<file path="config.mk">
export PLATFORM = sky130hd
export DESIGN_NAME = bp_update_ctrl
export DESIGN_NICKNAME = d
export VERILOG_FILES = /design/src/rtl/bp_update_ctrl_pkg.sv /design/src/rtl/bp_update_fifo.sv /design/src/rtl/bp_update_ctrl.sv
export SDC_FILE = /design/constraint.sdc
export NUM_CORES = 1
export LEC_CHECK = 0
export CAP_MARGIN = 25
export CORE_MARGIN = 3
export CORE_UTILIZATION = 47
export CTS_BUF_LIST = sky130_fd_sc_hd__clkbuf_2 sky130_fd_sc_hd__clkbuf_4 sky130_fd_sc_hd__clkbuf_8
export CTS_CLUSTER_SIZE = 20
export DETAILED_ROUTE_END_ITERATION = 12
export DONT_BUFFER_PORTS = 1
export PLACE_DENSITY = 0.58
export RECOVER_POWER = 100
export SYNTH_ARGS = -nofsm -noshare
export SYNTH_HDL_FRONTEND = slang
export SYNTH_HIERARCHICAL = 1
export SYNTH_SLANG_ARGS = --single-unit
</file>
<file path="constraint.sdc">
create_clock -name clk -period 3.2 [get_ports clk]
set_clock_uncertainty 0.05 [all_clocks]
set_input_delay 0.16 -clock clk [delete_from_list [all_inputs] [get_ports clk]]
set_output_delay 0.16 -clock clk [all_outputs]
set_load 0.01 [all_outputs]
</file>
<file path="src/rtl/bp_update_ctrl_pkg.sv">
// Shared predictor geometry, BTB constants and update-FSM state encoding.
package bp_update_ctrl_pkg;
  localparam int WORD_SIZE  = 16;
  localparam int BP_INDEX_W = 8;
  localparam int BP_TAG_W   = WORD_SIZE - BP_INDEX_W;

  localparam logic [15:0] BTB_INVALID = 16'hFFFF;

  typedef enum logic [1:0] {
    BP_ST_INIT = 2'd0,
    BP_ST_IDLE = 2'd1,
    BP_ST_RD   = 2'd2,
    BP_ST_WR   = 2'd3
  } bp_state_e;

  // Two-bit saturating counter step toward the resolved direction.
  function automatic logic [1:0] sat_cnt_next(input logic [1:0] cnt, input logic taken);
    logic [1:0] nxt;
    if (taken) begin
      nxt = (cnt == 2'b11) ? 2'b11 : cnt + 2'b01;
    end else begin
      nxt = (cnt == 2'b00) ? 2'b00 : cnt - 2'b01;
    end
    return nxt;
  endfunction
endpackage

</file>
<file path="src/rtl/bp_update_fifo.sv">
// Synchronous FIFO holding resolved-branch records until the table port is free.
module bp_update_fifo #(
  parameter int WIDTH = 33,
  parameter int DEPTH = 4
) (
  input  logic                   clk,
  input  logic                   reset_n,
  input  logic                   push,
  input  logic [WIDTH-1:0]       push_data,
  input  logic                   pop,
  output logic                   full,
  output logic                   empty,
  output logic [$clog2(DEPTH):0] level,
  output logic [WIDTH-1:0]       head
);
  localparam int PTR_W = $clog2(DEPTH);
  localparam int LVL_W = PTR_W + 1;
  localparam logic [LVL_W-1:0] FULL_LEVEL = LVL_W'(DEPTH);
  localparam logic [LVL_W-1:0] LVL_ONE    = LVL_W'(1);
  localparam logic [PTR_W-1:0] PTR_ONE    = PTR_W'(1);

  logic [WIDTH-1:0] mem_r [DEPTH];
  logic [PTR_W-1:0] wr_ptr_r;
  logic [PTR_W-1:0] rd_ptr_r;
  logic [LVL_W-1:0] count_r;
  logic             do_push_s;
  logic             do_pop_s;

  assign full      = (count_r == FULL_LEVEL);
  assign empty     = (count_r == '0);
  assign level     = count_r;
  assign head      = mem_r[rd_ptr_r];
  assign do_push_s = push && !full;
  assign do_pop_s  = pop && !empty;

  // Pointers wrap naturally because DEPTH is a power of two.
  always_ff @(posedge clk or negedge reset_n) begin
    if (!reset_n) begin
      wr_ptr_r <= '0;
      rd_ptr_r <= '0;
      count_r  <= '0;
    end else begin
      if (do_push_s) wr_ptr_r <= wr_ptr_r + PTR_ONE;
      if (do_pop_s)  rd_ptr_r <= rd_ptr_r + PTR_ONE;
      case ({do_push_s, do_pop_s})
        2'b10:   count_r <= count_r + LVL_ONE;
        2'b01:   count_r <= count_r - LVL_ONE;
        default: count_r <= count_r;
      endcase
    end
  end

  // Record storage.
  always_ff @(posedge clk or negedge reset_n) begin
    if (!reset_n) begin
      for (int i = 0; i < DEPTH; i++) mem_r[i] <= '0;
    end else if (do_push_s) begin
      mem_r[wr_ptr_r] <= push_data;
    end
  end
endmodule

</file>
<file path="src/rtl/bp_update_ctrl.sv">
// Branch predictor update sequencer: init sweep, mispredict flagging and
// queued two-cycle read-modify-write into the BTB/counter tables.
module bp_update_ctrl #(
  parameter int WORD_SIZE  = bp_update_ctrl_pkg::WORD_SIZE,
  parameter int INDEX_W    = bp_update_ctrl_pkg::BP_INDEX_W,
  parameter int TAG_W      = WORD_SIZE - INDEX_W,
  parameter int FIFO_DEPTH = 4
) (
  input  logic                 clk,
  input  logic                 reset_n,
  input  logic                 res_valid,
  output logic                 res_ready,
  input  logic [WORD_SIZE-1:0] res_pc,
  input  logic                 res_taken,
  input  logic [WORD_SIZE-1:0] res_target,
  input  logic [WORD_SIZE-1:0] res_pred_pc,
  output logic                 mispredict,
  output logic [WORD_SIZE-1:0] redirect_pc,
  output logic [INDEX_W-1:0]   tbl_rd_index,
  input  logic [1:0]           tbl_rd_cnt,
  output logic                 tbl_we,
  output logic [INDEX_W-1:0]   tbl_index,
  output logic [TAG_W-1:0]     tbl_tag,
  output logic [WORD_SIZE-1:0] tbl_target,
  output logic [1:0]           tbl_cnt,
  output logic                 init_done
);
  import bp_update_ctrl_pkg::*;

  localparam int REC_W = 2 * WORD_SIZE + 1;
  localparam int LVL_W = $clog2(FIFO_DEPTH) + 1;
  localparam logic [LVL_W-1:0]     LVL_ONE     = LVL_W'(1);
  localparam logic [INDEX_W-1:0]   SWEEP_LAST  = {INDEX_W{1'b1}};
  localparam logic [INDEX_W-1:0]   SWEEP_ONE   = INDEX_W'(1);
  localparam logic [WORD_SIZE-1:0] PC_ONE      = WORD_SIZE'(1);
  localparam logic [WORD_SIZE-1:0] INVALID_TGT = WORD_SIZE'(BTB_INVALID);

  bp_state_e            state_r, state_s;
  logic [INDEX_W-1:0]   sweep_r, sweep_s;
  logic                 init_done_r, init_done_s;
  logic                 tbl_we_r, tbl_we_s;
  logic [INDEX_W-1:0]   tbl_index_r, tbl_index_s;
  logic [TAG_W-1:0]     tbl_tag_r, tbl_tag_s;
  logic [WORD_SIZE-1:0] tbl_target_r, tbl_target_s;
  logic [1:0]           tbl_cnt_r, tbl_cnt_s;
  logic                 mispredict_r;
  logic [WORD_SIZE-1:0] redirect_pc_r;

  logic                 push_s, pop_s, full_s, empty_s;
  logic [LVL_W-1:0]     level_s;
  logic [REC_W-1:0]     push_rec_s, head_rec_s;
  logic [WORD_SIZE-1:0] head_pc_s, head_target_s, correct_pc_s;
  logic                 head_taken_s;

  assign res_ready    = init_done_r && !full_s;
  assign push_s       = res_valid && res_ready;
  assign push_rec_s   = {res_pc, res_taken, res_target};
  assign {head_pc_s, head_taken_s, head_target_s} = head_rec_s;
  assign correct_pc_s = res_taken ? res_target : res_pc + PC_ONE;
  assign tbl_rd_index = head_pc_s[INDEX_W-1:0];

  assign mispredict  = mispredict_r;
  assign redirect_pc = redirect_pc_r;
  assign tbl_we      = tbl_we_r;
  assign tbl_index   = tbl_index_r;
  assign tbl_tag     = tbl_tag_r;
  assign tbl_target  = tbl_target_r;
  assign tbl_cnt     = tbl_cnt_r;
  assign init_done   = init_done_r;

  bp_update_fifo #(.WIDTH(REC_W), .DEPTH(FIFO_DEPTH)) u_fifo (
    .clk       (clk),
    .reset_n   (reset_n),
    .push      (push_s),
    .push_data (push_rec_s),
    .pop       (pop_s),
    .full      (full_s),
    .empty     (empty_s),
    .level     (level_s),
    .head      (head_rec_s)
  );

  // Next state; the write port is loaded one cycle ahead so the RMW write lands during WR.
  always_comb begin
    state_s      = state_r;
    sweep_s      = sweep_r;
    init_done_s  = init_done_r;
    tbl_we_s     = 1'b0;
    tbl_index_s  = '0;
    tbl_tag_s    = '0;
    tbl_target_s = '0;
    tbl_cnt_s    = 2'b00;
    pop_s        = 1'b0;
    case (state_r)
      BP_ST_INIT: begin
        tbl_we_s     = 1'b1;
        tbl_index_s  = sweep_r;
        tbl_target_s = INVALID_TGT;
        sweep_s      = sweep_r + SWEEP_ONE;
        if (sweep_r == SWEEP_LAST) begin
          state_s     = BP_ST_IDLE;
          init_done_s = 1'b1;
        end else begin
          state_s = BP_ST_INIT;
        end
      end
      BP_ST_IDLE: begin
        if (!empty_s) begin
          state_s = BP_ST_RD;
        end else begin
          state_s = BP_ST_IDLE;
        end
      end
      BP_ST_RD: begin
        tbl_we_s     = 1'b1;
        tbl_index_s  = head_pc_s[INDEX_W-1:0];
        tbl_tag_s    = head_pc_s[WORD_SIZE-1:INDEX_W];
        tbl_target_s = head_target_s;
        tbl_cnt_s    = sat_cnt_next(tbl_rd_cnt, head_taken_s);
        state_s      = BP_ST_WR;
      end
      BP_ST_WR: begin
        pop_s = 1'b1;
        if ((level_s > LVL_ONE) || push_s) begin
          state_s = BP_ST_RD;
        end else begin
          state_s = BP_ST_IDLE;
        end
      end
      default: state_s = BP_ST_INIT;
    endcase
  end

  // FSM, sweep pointer and registered table write port.
  always_ff @(posedge clk or negedge reset_n) begin
    if (!reset_n) begin
      state_r      <= BP_ST_INIT;
      sweep_r      <= '0;
      init_done_r  <= 1'b0;
      tbl_we_r     <= 1'b0;
      tbl_index_r  <= '0;
      tbl_tag_r    <= '0;
      tbl_target_r <= '0;
      tbl_cnt_r    <= 2'b00;
    end else begin
      state_r      <= state_s;
      sweep_r      <= sweep_s;
      init_done_r  <= init_done_s;
      tbl_we_r     <= tbl_we_s;
      tbl_index_r  <= tbl_index_s;
      tbl_tag_r    <= tbl_tag_s;
      tbl_target_r <= tbl_target_s;
      tbl_cnt_r    <= tbl_cnt_s;
    end
  end

  // Mispredict check runs on accept, independent of drain progress.
  always_ff @(posedge clk or negedge reset_n) begin
    if (!reset_n) begin
      mispredict_r  <= 1'b0;
      redirect_pc_r <= '0;
    end else if (push_s) begin
      mispredict_r  <= (correct_pc_s != res_pred_pc);
      redirect_pc_r <= correct_pc_s;
    end else begin
      mispredict_r  <= 1'b0;
    end
  end
endmodule

</file>
==> run metrics <==
first-pass GRT wire length=38300 µm; P&R area growth vs syn=9.03%; Layout Nets=812; Startpoint Class=primary input; asr flop ratio synth=100%; Die Wd=151 µm; antenna violations before repair=1; synth unique cells=48; Max Clk Rate=332 MHz; Leak=0.00514 µW; Crit Path Max Fanout=8; CTS Buf Count=36; minimum clock period after layout=3.01 ns; detailed-route DRC error count=0; Slew Limit Fails=30; CTS max path bufs=3; Final setup viols=0; Pre-Repair DR Iteration Count=5; Port Buf Inserts=0; Clock Latency Late Sink=0.52 ns; largest net degree at the start of global routing=203; vias in the first global route=6274; switching share of power=21.8%; Bufs and invs on worst path=2; crit path kind=primary input to flop; Routed WL=24700 µm; Worst path slowest cell=dlygate4sd3_1; Final Worst Setup Slack=0.186 ns; Slew headroom=-10.5%; Final HPWL DP=15200 µm; Reg clk slew, reported paths=0.06 ns; Syn Inst Count=689; Placed Cells=936; Vias/cell=5.59; clock sink count=202; final hold viol count=202; Syn. warnings=6; Final period util=94.2%; Detail Route Antenna Nets=0; RSZ-0062 raised after global routing=false; Die H=151 µm; sw power=1130 µW; Post-CTS Setup Inserts=0; cell area after synthesis=0.00985 mm²; register area share after synthesis=51.3%; worst slack, placed=0.791 ns; Remaining Overflow, GRT=0; Final Wtd Congestion=0.849; Hold Path Class=primary input to asynchronous set/reset pin; most common cell after layout, fill and taps aside=dfrtp_1; Hold WS=-0.714 ns; # H-tree levels=2; Pwr per Cell Area=483 mW/mm²; DR iter-0 viols=345; Post-synth EDFFs=0; Max stage delay on crit path=0.74 ns; internal power=4050 µW; slew at the pin with the worst max-slew slack=1.66 ns; Synth Flop Type=dfrtp_1; Post-CTS Resized=0; Worst setup EP type=flop; sequential share of power=49.3%; layout cell share with drive strength beyond 1=18.1%; delay-heaviest family, CP=buffers and inverters; Data required, critical path=3.53 ns; DR vias=5822; # rows=52; setup_tns=0 ns; Non-Filler Instances=1042; most frequent cells in the layout=201 x dfrtp_1, 115 x mux2_1, 45 x dlygate4sd3_1, 43 x clkbuf_8, 34 x nand2_1; clock power share=47.3%; critical path cell sequence=dlygate4sd3_1, ha_1, nand3_1, or3_1, a31oi_1, xnor2_1, nand2_1, dlygate4sd3_1, nor4_1, a31oi_1; gr usage total=22.4%; root buf cell=clkbuf_8; cts hold-fix bufs=45; Combinational Power Share=3.5%; #FFs+latches synth=202; Ports=116; peak supply drop=0.000262 V; core box area=0.0204 mm²; WP data arrival=3.34 ns; drt wl/cell=23.7 µm; Antenna diodes=0; Mean Syn Cell Area=14.3 µm²; Initial Utilization=48.2%; Die ar.=0.0227 mm²; max-cap violations=1; status=complete, but fails checks; failing checks=negative hold slack, max-capacitance violations, max-slew violations; Synthesized Nets=751; CTS tree=built
## synth_stat cells, drive strengths merged, types with 16 or more instances
library cell    n  area share [%]
a21oi          30             1.5
buf            19             1.7
clkbuf         16             1.1
dfrtp         202              51
inv            27             1.0
mux2          139              20
mux4           33             7.5
nand2          34             1.3
nor2           34             1.6
o21ai          21             1.1
xnor2          29             2.6
xor2           17             1.5
## cells by family after synthesis
| group | after synthesis | synth area share (%) |
|---|---|---|
| flip-flops | 202 | 51.3 |
| AND/OR/NAND/NOR | 119 | 6.54 |
| adder cells (fa/ha/maj) | 8 | 1.09 |
| AO/OA/AOI/OAI | 69 | 3.95 |
| buffers and inverters | 62 | 3.85 |
| XOR/XNOR | 46 | 4.09 |
| multiplexers | 183 | 29.1 |
## power by group through the flow
stage,logic (µW),registers [µW],clock network [µW]
detailed placement,93.7,2600,0
global route,193,2550,2640
global placement,93.2,2600,0
floorplan,92.2,2600,0
CTS,180,2560,2520
finish,179,2560,2450
## metrics by stage
stage          utilization (%)  instance area, µm²  power (µW)  hold WS (ns)
2_1_floorplan                -                9850        2690        -0.186
3_3_place_gp              49.2               10000        2690        -0.178
3_5_place_dp              49.2               10000        2690        -0.180
4_1_cts                   55.0               11200        5260        -0.749
5_1_grt                   52.6               10700        5390        -0.749
6_report                  52.6               10700        5190        -0.714
## metal layers
layer / routed length [µm] / GRT usage, % / up-vias
li1: - / - / 2568
met1: 10600 / 30.1 / 3013
met2: 11700 / 35.9 / 196
met3: 1950 / 6.56 / 45
met4: 424 / 5.67 / 0
met5: 0 / 0 / -
## area by class of cell
type | instances | area [µm²]
clock buffers | 53 | 667
multi-input cells | 425 | 3960
flip-flops and latches | 202 | 5060
fillers | 1843 | 9690
repair buffers | 58 | 554
inverters | 27 | 101
well taps | 270 | 338
clock inverters | 7 | 65.1
## final timing paths
path / slack [ns] / from / end / depth (start not counted)
max: 0.19 / res_pc[0] / mispredict$_DFF_PN0_ / 10
min: -0.71 / reset_n / sweep_r[4]$_DFFE_PN0P_ / 0
max reg2reg: 0.37 / state_r[0]$_DFF_PN0_ / tbl_cnt[1]$_DFF_PN0_ / 5
min reg2reg: 0.43 / u_fifo/mem_r[27]$_DFFE_PN0P_ / u_fifo/mem_r[27]$_DFFE_PN0P_ / 1
max in group asynchronous: 3.22 / reset_n / u_fifo/rd_ptr_r[0]$_DFFE_PN0P_ / 0
min in group clk: 0.02 / res_pc[12] / redirect_pc[12]$_DFFE_PN0P_ / 4
## worst reg2reg max path, delay by kind of cell, from the launching register on
family                 cells  cell delay (ns)
buffers and inverters      3             2.08
AOI/OAI and AO/OA          1             0.05
and+or+nand+nor            1             0.19
DFF                        1             0.34
## state kept, by name, summed over array words and instances, names as in the netlist, 3 cells and up
register      cells
u_fifo/mem_r    132
redirect_pc      16
tbl_target       16
sweep_r           8
tbl_index         8
tbl_tag           8
u_fifo/level      3
Power figures use the tool's default switching activity.
